File: src/rtl/btn_sched_pkg.sv
// btn_sched_pkg
//   Shared definitions for the button debounce scheduler: the scheduler
//   state enumeration and helpers that size the shared stability counter
//   and the button index from the block parameters.
package btn_sched_pkg;

  typedef enum logic [1:0] {
    IDLE   = 2'd0,
    FILTER = 2'd1,
    COMMIT = 2'd2
  } sched_state_t;

  localparam int DEFAULT_BTN_COUNT      = 4;
  localparam int DEFAULT_DEBOUNCE_TICKS = 10000;

  // Counter must hold DEBOUNCE_TICKS-1; never narrower than one bit.
  function automatic int cnt_width(input int ticks);
    int w;
    if (ticks < 2) w = 1;
    else           w = $clog2(ticks);
    return w;
  endfunction

  // Index width for BTN_COUNT buttons; never narrower than one bit.
  function automatic int idx_width(input int count);
    int w;
    if (count < 2) w = 1;
    else           w = $clog2(count);
    return w;
  endfunction

endpackage

File: src/rtl/btn_sync.sv
// btn_sync
//   Two-flop synchronizer for one asynchronous button level.
//   Ports:
//     clk      - rising-edge clock
//     rst      - synchronous active-high reset (both flops cleared to 0)
//     async_in - raw asynchronous level
//     sync_out - level after two register stages
module btn_sync (
  input  logic clk,
  input  logic rst,
  input  logic async_in,
  output logic sync_out
);

  logic meta_r;
  logic sync_r;

  // Two-stage capture of the asynchronous level.
  always_ff @(posedge clk) begin
    if (rst) begin
      meta_r <= 1'b0;
      sync_r <= 1'b0;
    end else begin
      meta_r <= async_in;
      sync_r <= meta_r;
    end
  end

  assign sync_out = sync_r;

endmodule

File: src/rtl/btn_debounce_scheduler.sv
// btn_debounce_scheduler
//   Debounces BTN_COUNT buttons with a single time-shared stability counter.
//   A button whose synchronized level differs from its debounced level is
//   granted the counter (round-robin from rrPtr); if it stays different for
//   DEBOUNCE_TICKS cycles its debounced level toggles, otherwise the grant
//   is abandoned and the next button gets a turn.
//   Ports:
//     clockSource  - single rising-edge clock
//     reset        - synchronous active-high reset
//     rawButtons   - asynchronous bouncing levels
//     buttonState  - registered debounced levels
//     pressPulse   - one-cycle pulse on an accepted 0->1
//     releasePulse - one-cycle pulse on an accepted 1->0
//     busy         - counter granted (FILTER or COMMIT)
//     activeIndex  - granted button index, 0 when idle
//   Build option: BTN_SCHED_EVENTS_EN defined drives pressPulse/releasePulse;
//   undefined ties both to zero (buttonState behaviour is unchanged).
module btn_debounce_scheduler
  import btn_sched_pkg::*;
#(
  parameter int BTN_COUNT      = DEFAULT_BTN_COUNT,
  parameter int DEBOUNCE_TICKS = DEFAULT_DEBOUNCE_TICKS
) (
  input  logic                             clockSource,
  input  logic                             reset,
  input  logic [BTN_COUNT-1:0]             rawButtons,
  output logic [BTN_COUNT-1:0]             buttonState,
  output logic [BTN_COUNT-1:0]             pressPulse,
  output logic [BTN_COUNT-1:0]             releasePulse,
  output logic                             busy,
  output logic [idx_width(BTN_COUNT)-1:0]  activeIndex
);

  localparam int CW = cnt_width(DEBOUNCE_TICKS);
  localparam int IW = idx_width(BTN_COUNT);
  localparam logic [CW-1:0] CNT_LAST = CW'(DEBOUNCE_TICKS - 1);
  localparam logic [CW-1:0] CNT_ONE  = CW'(32'd1);
  localparam logic [IW-1:0] IDX_LAST = IW'(BTN_COUNT - 1);
  localparam logic [IW-1:0] IDX_ONE  = IW'(32'd1);

  sched_state_t         state_r, state_next;
  logic [CW-1:0]        cnt_r, cnt_next;
  logic [IW-1:0]        rr_r, rr_next;
  logic [IW-1:0]        sel_r, sel_next;
  logic [BTN_COUNT-1:0] btn_r, btn_next;
  logic                 busy_r;
  logic [IW-1:0]        active_r;
  logic [BTN_COUNT-1:0] sync_raw;
  logic [BTN_COUNT-1:0] pending;
  logic                 grant_found;
  logic [IW-1:0]        grant_idx;

  // Round-robin successor; explicit wrap so non-power-of-two counts work.
  function automatic logic [IW-1:0] wrap_inc(input logic [IW-1:0] idx);
    logic [IW-1:0] res;
    if (idx == IDX_LAST) res = '0;
    else                 res = idx + IDX_ONE;
    return res;
  endfunction

  for (genvar g = 0; g < BTN_COUNT; g++) begin : g_sync
    btn_sync u_sync (
      .clk      (clockSource),
      .rst      (reset),
      .async_in (rawButtons[g]),
      .sync_out (sync_raw[g])
    );
  end

  // First pending button at or after rrPtr, scanning with wrap-around.
  always_comb begin
    int cand;
    cand        = 0;
    pending     = sync_raw ^ btn_r;
    grant_found = 1'b0;
    grant_idx   = '0;
    for (int i = 0; i < BTN_COUNT; i++) begin
      cand = int'(rr_r) + i;
      if (cand >= BTN_COUNT) cand = cand - BTN_COUNT;
      else                   cand = cand;
      if (!grant_found && pending[cand[IW-1:0]]) begin
        grant_found = 1'b1;
        grant_idx   = cand[IW-1:0];
      end else begin
        grant_found = grant_found;
      end
    end
  end

  // Scheduler next-state and datapath updates.
  always_comb begin
    state_next = state_r;
    cnt_next   = cnt_r;
    rr_next    = rr_r;
    sel_next   = sel_r;
    btn_next   = btn_r;
    case (state_r)
      IDLE: begin
        if (grant_found) begin
          state_next = FILTER;
          sel_next   = grant_idx;
          cnt_next   = '0;
        end else begin
          state_next = IDLE;
        end
      end
      FILTER: begin
        // Level reverted to the debounced value: give up this grant.
        if (sync_raw[sel_r] == btn_r[sel_r]) begin
          state_next = IDLE;
          rr_next    = wrap_inc(sel_r);
        end else if (cnt_r == CNT_LAST) begin
          state_next = COMMIT;
        end else begin
          cnt_next = cnt_r + CNT_ONE;
        end
      end
      COMMIT: begin
        btn_next[sel_r] = ~btn_r[sel_r];
        rr_next         = wrap_inc(sel_r);
        state_next      = IDLE;
      end
      default: begin
        state_next = IDLE;
      end
    endcase
  end

  // Scheduler state, counter and debounced-level registers.
  always_ff @(posedge clockSource) begin
    if (reset) begin
      state_r  <= IDLE;
      cnt_r    <= '0;
      rr_r     <= '0;
      sel_r    <= '0;
      btn_r    <= '0;
      busy_r   <= 1'b0;
      active_r <= '0;
    end else begin
      state_r  <= state_next;
      cnt_r    <= cnt_next;
      rr_r     <= rr_next;
      sel_r    <= sel_next;
      btn_r    <= btn_next;
      busy_r   <= (state_next != IDLE);
      active_r <= (state_next != IDLE) ? sel_next : '0;
    end
  end

  assign buttonState = btn_r;
  assign busy        = busy_r;
  assign activeIndex = active_r;

`ifdef BTN_SCHED_EVENTS_EN
  logic [BTN_COUNT-1:0] press_r, release_r;
  logic [BTN_COUNT-1:0] press_next, release_next;

  // Edge pulses for the commit cycle; direction follows the new level.
  always_comb begin
    press_next   = '0;
    release_next = '0;
    if (state_r == COMMIT) begin
      if (btn_r[sel_r]) release_next[sel_r] = 1'b1;
      else              press_next[sel_r]   = 1'b1;
    end else begin
      press_next   = '0;
      release_next = '0;
    end
  end

  // One-cycle event pulse registers.
  always_ff @(posedge clockSource) begin
    if (reset) begin
      press_r   <= '0;
      release_r <= '0;
    end else begin
      press_r   <= press_next;
      release_r <= release_next;
    end
  end

  assign pressPulse   = press_r;
  assign releasePulse = release_r;
`else
  assign pressPulse   = '0;
  assign releasePulse = '0;
`endif

endmodule

File: config.mk
export PLATFORM = sky130hd
export DESIGN_NAME = btn_debounce_scheduler
export DESIGN_NICKNAME = d
export VERILOG_FILES = /design/src/rtl/btn_sched_pkg.sv /design/src/rtl/btn_sync.sv /design/src/rtl/btn_debounce_scheduler.sv
export SDC_FILE = /design/constraint.sdc
export NUM_CORES = 1
export LEC_CHECK = 0
export BUFFER_PORTS_ARGS = -buffer_cell sky130_fd_sc_hd__buf_2
export CORE_MARGIN = 3
export CORE_UTILIZATION = 45
export CTS_CLUSTER_DIAMETER = 100
export DETAILED_ROUTE_END_ITERATION = 8
export PLACE_DENSITY = 0.73
export SETUP_SLACK_MARGIN = 0.5
export SLEW_MARGIN = 20
export SYNTH_ARGS = -nofsm -noshare
export SYNTH_HDL_FRONTEND = slang
export SYNTH_SLANG_ARGS = --single-unit
export TNS_END_PERCENT = 50
File: constraint.sdc
create_clock -name clockSource -period 4.3 [get_ports clockSource]
set_clock_uncertainty 0.2 [all_clocks]
set_input_delay 0.645 -clock clockSource [delete_from_list [all_inputs] [get_ports clockSource]]
set_output_delay 0.645 -clock clockSource [all_outputs]
set_load 0.02 [all_outputs]
-- Word level (Yosys, flattened, before mapping)
Index checks and enable logic that the tools add are counted.
- register bits: 35
- add/sub/neg operators: 9
- magnitude comparators: 10
- equality and inequality tests: 9
- mux-type cells: 40
- bitwise operators: 3
- reductions and logical operators: 14
- operators with widths (kind ; number):
    14-bit two-way mux ; 3
    2-bit two-way mux ; 14
    14-bit one-hot mux with 2 select lines ; 1
    2-bit by 3-bit < comparator with 1-bit output, second input constant ; 5
    14-bit by 1-bit adder with 14-bit output, second input constant ; 1
    14-bit equality test, second input constant ; 1
    1-bit binary-select mux with 2-bit select ; 6
    1-bit two-way mux ; 12
    3-bit greater-or-equal comparator, second input constant ; 3
    2-bit != test, second input constant ; 4
    2-bit one-hot mux with 2 select lines ; 2
    2-bit by 1-bit subtractor with 2-bit output, second input constant ; 4
    2-bit by 2-bit adder with 3-bit output, second input constant ; 2
    2-bit nonzero test ; 3
    4-bit bitwise mux ; 1
    2-bit equality test, second input constant ; 2
    1-bit logical AND ; 4
    4-bit AND reduction ; 1
    4-bit XOR ; 1
    2-bit by 1-bit adder with 3-bit output, second input constant ; 1
    2-bit by 3-bit greater-or-equal comparator with 1-bit output, second input constant ; 1
    1-bit logical NOT ; 3
    2-bit by 1-bit adder with 2-bit output, second input constant ; 1
    1-bit demux with 2-bit select ; 1
    other kinds (7) ; 8

-- Longest topological paths before layout
Gate-level depths: netlist of the first run.
- word-level depth: 19
- gate-level depth with buffers: 7
- depth with buffers taken out: 6

-- Modules after synthesis
Synthesis of the first run repeated with hierarchy kept, for this count alone.
- cells, all modules: 194
- area, all modules: 1737.9 sq um
- modules (own cells, without submodules) (module ; times used ; cells an instance ; area an instance (sq um) ; sequential area each (sq um)):
    btn_debounce_scheduler ; 1 ; 178 ; 1527.7 ; 540.5
    btn_sync ; 4 ; 4 ; 52.6 ; 40.0

-- Least setup slack after synthesis of the first run
No wires, ideal clock.
- path kind: flip-flop to flip-flop
- start: register btn_r[2], in the netlist buttonState[2]
- end: register cnt_r[6]
- library setup time: 0.070 ns
- arrival: 2.131 ns
- setup slack: 1.898 ns
- cell stages (with the launch flop): 6
- period minus slack after synthesis: 2.402 ns
- cell sequence: dfxtp_1 > xor2_1 > o22ai_2 > or4_4 > or4_1 > a21oi_1
- word-level cells in the longest chain between the ends: 15
- elaborated cells on any way between the ends: 25
- those cells by class: eq/ne: 3; mux: 14; bitwise: 1; reduce/logical: 7
- ends and longest elaborated chain (item ; line ; text):
    start: declaration ; btn_debounce_scheduler.sv:45 ; logic [BTN_COUNT-1:0] btn_r, btn_next;
    start signal: assignment ; btn_debounce_scheduler.sv:144 ; btn_r <= btn_next;
    4-bit XOR ; btn_debounce_scheduler.sv:74 ; pending = sync_raw ^ btn_r;
    1-bit binary-select mux with 2-bit select ; btn_debounce_scheduler.sv:81 ; if (!grant_found && pending[cand[IW-1:0]]) begin
    1-bit two-way mux (not written as such) ; btn_debounce_scheduler.sv:81 ;
    1-bit two-way mux ; btn_debounce_scheduler.sv:81 ;
    1-bit logical NOT ; btn_debounce_scheduler.sv:81 ;
    1-bit logical AND ; btn_debounce_scheduler.sv:81 ;
    1-bit two-way mux ; btn_debounce_scheduler.sv:81 ;
    1-bit logical NOT ; btn_debounce_scheduler.sv:81 ;
    1-bit logical AND ; btn_debounce_scheduler.sv:81 ;
    1-bit two-way mux ; btn_debounce_scheduler.sv:81 ;
    1-bit logical NOT ; btn_debounce_scheduler.sv:81 ;
    1-bit logical AND ; btn_debounce_scheduler.sv:81 ;
    1-bit two-way mux ; btn_debounce_scheduler.sv:81 ;
    2-bit != test (no source line) ; -- ;
    4-bit AND reduction (no source line) * ; -- ;
    end signal: assignment ; btn_debounce_scheduler.sv:141 ; cnt_r <= cnt_next;
    end: declaration ; btn_debounce_scheduler.sv:42 ; logic [CW-1:0] cnt_r, cnt_next;
Mark *: on every way between the ends. The rest lies on a longest branch, timed or not. The select of a mux whose other input is x is not followed.
A chain may end at the register's enable or synchronous reset.

-- Final worst setup path of the first run
Same ends and word-level chain as after synthesis.

==> results of run 1 <==
per-stage QoR:
stage | total power [mW] | setup WS, ps | hold WS (ps) | std cells
after floorplan | 0.453 | 1900 | 214 | 212
after global placement | 0.472 | 1830 | 219 | 255
after detailed placement | 0.472 | 1800 | 227 | 255
after CTS | 0.711 | 1780 | 234 | 262
after global routing | 0.743 | 1590 | 249 | 262
final | 0.709 | 1750 | 227 | 262
per-layer routing:
metal / global-route usage (%) / share of wire [%] / vias up
li1: - / - / 755
met1: 21.0 / 49 / 673
met5: 0 / 0 / -
met2: 22.7 / 43 / 46
met4: 5.96 / 1.6 / 0
met3: 5.22 / 6.4 / 6
kinds of logic after synthesis:
| logic type | share of synthesized area (%) |
|---|---|
| AOI/OAI and AO/OA | 19.1 |
| other | 0.206 |
| and+or+nand+nor | 23.9 |
| xor gates and xnor gates | 6.24 |
| adders and majority gates | 3.43 |
| muxes | 2.68 |
| DFF | 38.4 |
| buffers and inverters | 6.04 |
area by class of cell:
type,count,area [um^2]
Clock buffer,6,82.6
Clock inverter,1,5.00
Fill cell,348,1810
Inverter,4,15.0
Multi-Input combinational cell,156,1040
Sequential cell,35,701
Tap cell,48,60.1
Timing Repair Buffer,12,60.1
registers in the layout (all words and copies together) (netlist names):
register                cells
cnt_r                      14
state_r                     2
busy                        1
rr_r                        2
g_sync.u_sync.meta_r        4
g_sync.u_sync.sync_out      4
activeIndex                 2
sel_r                       2
buttonState                 4
placed cells by master, fill, tap and decap left out, types with 2 or more instances in the layout:
cell	Yosys	final
a211oi_1	2	2
nor2b_1	10	10
xnor2_1	5	5
a311oi_1	4	4
o22a_1	2	2
nand2b_1	5	5
mux2_2	2	2
nor2_1	10	10
o31ai_1	2	2
nand3_1	7	7
o22ai_2	2	2
a21oi_1	17	17
nor3_1	3	3
inv_1	4	4
conb_1	1	8
nor3b_1	3	3
or4_1	4	4
clkbuf_8	0	6
nand4_1	3	3
buf_2	1	12
ha_1	5	5
o41ai_1	2	2
o21ai_0	12	12
or2_2	2	2
xor2_1	3	3
nand2_1	14	14
dfxtp_1	35	35
nor4_1	6	6
or3_1	7	7
where the power goes:
group | leakage, nW | total (mW) | switching, mW | internal (mW)
combinational | 0.363 | 0.112 | 0.0714 | 0.0404
sequential | 0.285 | 0.355 | 0.0171 | 0.338
clock | 0.0470 | 0.242 | 0.117 | 0.126
worst max-delay path, stage by stage (launching register included):
cell and delay (ps):
dfxtp_1 420, xor2_1 410, o22ai_2 200, or4_4 600, or4_1 490, a21oi_1 140
worst max-delay path by stage:
stage,from,endpoint,cells past startpoint
floorplan,buttonState[2],cnt_r[6],5
global placement,buttonState[3],cnt_r[6],5
detailed placement,buttonState[3],cnt_r[6],5
CTS,buttonState[2],cnt_r[6],5
global route,buttonState[0],cnt_r[6],5
finish,buttonState[2],cnt_r[6],5
==> results.py, run 1 <==
metrics = {
    "status": {
        "status": "completed",
    },
    "clock_network": {
        "cts_buffer_depth": 2,
        "cts_resized": 0,
        "cts.clk_slew.worst_paths_ps": 80,
        "clkLatencyLatePin_ps": 290,
        "cts.htree.levels": 2,
        "numCtsBuffers": 5,
        "cts_sinks": 35,
        "postCtsSetupBuffers": 0,
        "hold_buffers": 0,
        "root_buffer": "clkbuf_8",
        "cts_tree": "done",
    },
    "sta": {
        "hold_violations": 0,
        "period_share_pct": 59.4,
        "setup_viol": 0,
        "fmax_ghz": 0.392,
        "slew_headroom_pct": 43.5,
        "drv_slew": 0,
        "totalNegativeSetupSlack_ps": 0,
        "rsz0062_at_grt": "false",
        "worstMarginPinSlew_ps": 836,
        "min_period_ps": 2550,
    },
    "final_layout": {
        "layout.nets": 225,
        "fin_area_um2": 1960,
        "fin_util_pct": 52.1,
        "post_route_cells_drive_above_1_share_pct": 13.6,
        "num_antenna_cells": 0,
        "synthToLayoutAreaGrowth_pct": 7.61,
    },
    "worst_setup_path": {
        "reg2reg_slack_ps": 1750,
        "critPathArrivalTime_ps": 2560,
        "critical_path_class": "reg2reg",
        "critPathMaxFanout": 14,
        "critPathCaptureType": "register",
        "ff2ff_path_depth": 5,
        "timing.rr.start": "buttonState[2]",
        "worstPathRequired_ps": 4310,
        "worst_r2r_endpoint": "cnt_r[6]",
        "cp-start-kind": "register",
    },
    "logic_synthesis": {
        "ys_warn_count": 0,
        "syn_inst": 205,
        "syn_area_per_cell_um2": 8.90,
        "ys_top_cells_by_area": "dfxtp_1 (38%), a21oi_1 (4.7%), ha_1 (3.4%), nor2b_1 (3.4%), o21ai_0 (3.3%)",
        "synth-edff-count": 0,
        "synth_top_area_share_pct": 38.4,
        "ys.flop_type": "dfxtp_1",
        "synth_top_cell_by_area": "dfxtp_1",
        "yosysUniqueCellTypes": 46,
        "synth_commonest_cells": "dfxtp_1 (35), a21oi_1 (17), nand2_1 (14)",
        "post_synth_instance_area_um2": 1820,
        "ys_seq_area_share_pct": 38.4,
        "synth_most_common_cell": "dfxtp_1",
        "synthArstFlopShare_pct": 0,
        "yosys_register_bits": 35,
    },
    "floorplan": {
        "die-height_um": 69.7,
        "core_um2": 3770,
        "rows": 22,
        "initial_core_util_pct": 48.4,
        "ios": 21,
        "dieArea_um2": 4850,
        "die_w_um": 69.7,
    },
    "pwr": {
        "vdd_ir_drop_max_mv": 0.236,
        "pwr_density_cell_nw_per_um2": 361,
        "total_leakage_power_nw": 0.696,
    },
    "route": {
        "routed_via_density": 5.65,
        "ant_nets": 0,
        "first_iter_violations": 74,
        "wl_mm": 3.67,
        "route.detailed.drc": 0,
        "via_count": 1480,
        "drtPass1Iterations": 4,
        "avgRoutedWirePerCell_um": 14.0,
    },
    "hold_path": {
        "holdPathStages": 1,
        "hold_start": "g_sync[0].u_sync.meta_r",
        "min_path_type": "reg2reg",
        "holdPathEnd": "g_sync[0].u_sync.sync_out",
    },
    "global_routing": {
        "grt_pass1_wl_mm": 6.09,
        "antenna_found_initial": 0,
        "grt_pass1_vias": 1303,
        "grt-ovfl-total": 0,
        "grt_max_degree": 31,
        "grt_use_total_pct": 15.5,
    },
    "place": {
        "port_buffers": 12,
        "hpwl_mm": 2.55,
        "placed_area_um2": 1880,
        "gp_congestion": 0.868,
    },
    "run": {
        "max_cap_violations": 0,
    },
}
(Power assumes the default switching activity.)
==> run 2: changes to the inputs <==
==> constraint.sdc (replaced) <==
create_clock -name clockSource -period 2.4 [get_ports clockSource]
set_clock_uncertainty 0.2 [all_clocks]
set_input_delay 0.36 -clock clockSource [delete_from_list [all_inputs] [get_ports clockSource]]
set_output_delay 0.36 -clock clockSource [all_outputs]
set_load 0.02 [all_outputs]
==> results.py, run 2 (synthesized netlist as in run 1, its figures left out) <==
metrics = {
    "status": {
        "status": "completed",
    },
    "global_routing": {
        "grt_pass1_wl_mm": 8.24,
        "grt_use_total_pct": 21.4,
        "grt_pass1_vias": 1629,
        "use_met1_pct": 26.8,
        "met3_usage_pct": 6.81,
        "grt_util_met2_pct": 32.6,
        "antenna_found_initial": 0,
        "top_usage_layer": "met2",
        "grt-ovfl-total": 0,
        "grt_max_degree": 22,
    },
    "worst_setup_path": {
        "crit_family": "simple AND/OR/NAND/NOR gates",
        "cp-start-kind": "register",
        "max_stage_delay_ps": 570,
        "critPathCaptureType": "register",
        "critPathMaxFanout": 5,
        "crit_start": "g_sync[0].u_sync.sync_out",
        "crit_buf_inv": 0,
        "worstPathRequired_ps": 2430,
        "path_cells": "xor2_4, o22ai_4, or4_4, or4_1, a21oi_1",
        "timing.rr.start": "g_sync[0].u_sync.sync_out",
        "slowest_stage": "or4_4",
        "critPathArrivalTime_ps": 2110,
        "critical_path_class": "reg2reg",
    },
    "floorplan": {
        "rows": 22,
        "initial_core_util_pct": 48.4,
        "die-height_um": 69.7,
        "core_um2": 3770,
        "ios": 21,
        "dieArea_um2": 4850,
        "die_w_um": 69.7,
    },
    "sta": {
        "period_share_pct": 86.6,
        "rsz0062_at_grt": "true",
        "hold_violations": 0,
        "setup_viol": 0,
        "fmax_ghz": 0.481,
        "drv_slew": 0,
        "min_period_ps": 2080,
        "totalNegativeSetupSlack_ps": 0,
    },
    "route": {
        "drtPass1Iterations": 6,
        "first_iter_violations": 210,
        "routed_via_density": 6.12,
        "route.detailed.drc": 0,
        "avgRoutedWirePerCell_um": 17.6,
        "via_count": 1836,
        "wl_mm": 5.29,
        "ant_nets": 0,
    },
    "clock_network": {
        "cts.clk_slew.worst_paths_ps": 70,
        "cts_tree": "done",
        "numCtsBuffers": 5,
        "clkLatencyLatePin_ps": 290,
        "cts_sinks": 35,
        "cts.htree.levels": 2,
        "root_buffer": "clkbuf_8",
        "cts_buffer_depth": 2,
        "hold_buffers": 0,
    },
    "final_layout": {
        "post_route_cells_drive_above_1_share_pct": 40.1,
        "fin_util_pct": 68.3,
        "synthToLayoutAreaGrowth_pct": 41.3,
        "mostFrequentLayoutCell": "buf_4",
        "layout_common_cells": "buf_4 (30), dfxtp_1 (22), a21oi_1 (15)",
        "layout.nets": 262,
        "fin_area_um2": 2580,
        "top_register": "cnt_r",
        "num_antenna_cells": 0,
        "largest_register_ffs": 14,
    },
    "place": {
        "port_buffers": 12,
        "placed_area_um2": 2000,
        "hpwl_mm": 2.80,
        "gp_congestion": 0.881,
    },
    "hold_path": {
        "min_path_type": "in2reg",
        "hold_start": "rawButtons[3]",
    },
    "pwr": {
        "pwr_density_cell_nw_per_um2": 615,
        "total_leakage_power_nw": 0.963,
        "vdd_ir_drop_max_mv": 0.440,
    },
    "run": {
        "max_cap_violations": 0,
    },
}
## run 2: changes by cell type in the layout (fill, tap and decap cells not counted), moves of 3 or more
cell,delta
buf_6,+5
dfxtp_4,+9
dfxtp_2,+4
nor4_1,-4
nand2b_4,+4
nand2b_1,-4
buf_4,+30
xor2_4,+3
dfxtp_1,-13
nor4_4,+3
## run 2: final cells by class
cell class / count / area (um^2)
tap: 48 / 60.1
multi-input combinational: 158 / 1290
inverter: 4 / 15.0
clock buffer: 6 / 93.8
fill: 263 / 1190
clock inverter: 2 / 37.5
sequential: 35 / 739
timing repair buffer: 47 / 342
## run 2: per-layer routing
metal	wire (um)	share of wire, %
met1	2230	42
met2	2380	45
met3	482	9.1
met4	196	3.7
met5	0	0
## run 2: what timing repair did
action                     CTS  global route
setup endpoints to repair   16            21
pin swaps                   13            13
gates cloned                 1             1
buffers inserted            18            10
gates resized for setup     35            18
## run 2: final timing paths
path / to / slack, ps / cells after the start
setup reg to reg: cnt_r[6] / 320 / 5
setup / recovery: cnt_r[6] / 320 / 5
hold / removal: g_sync[3].u_sync.meta_r / 70 / 2
hold reg to reg: g_sync[0].u_sync.sync_out / 240 / 1
## run 2: through the flow
stage / std cells / hold WS, ps / worst slack, ps / power [mW]
CTS: 289 / 67.9 / 317 / 1.52
floorplan: 212 / 214 / 267 / 0.816
global placement: 262 / 243 / 149 / 0.858
global route: 300 / 68.6 / 244 / 1.65
detailed placement: 262 / 230 / 103 / 0.862
finish: 300 / 72.1 / 321 / 1.59
## run 2: power by group
part	internal, mW	total (mW)	switching, mW
Combinational	0.153	0.351	0.198
Clock	0.372	0.601	0.229
Sequential	0.601	0.634	0.0329
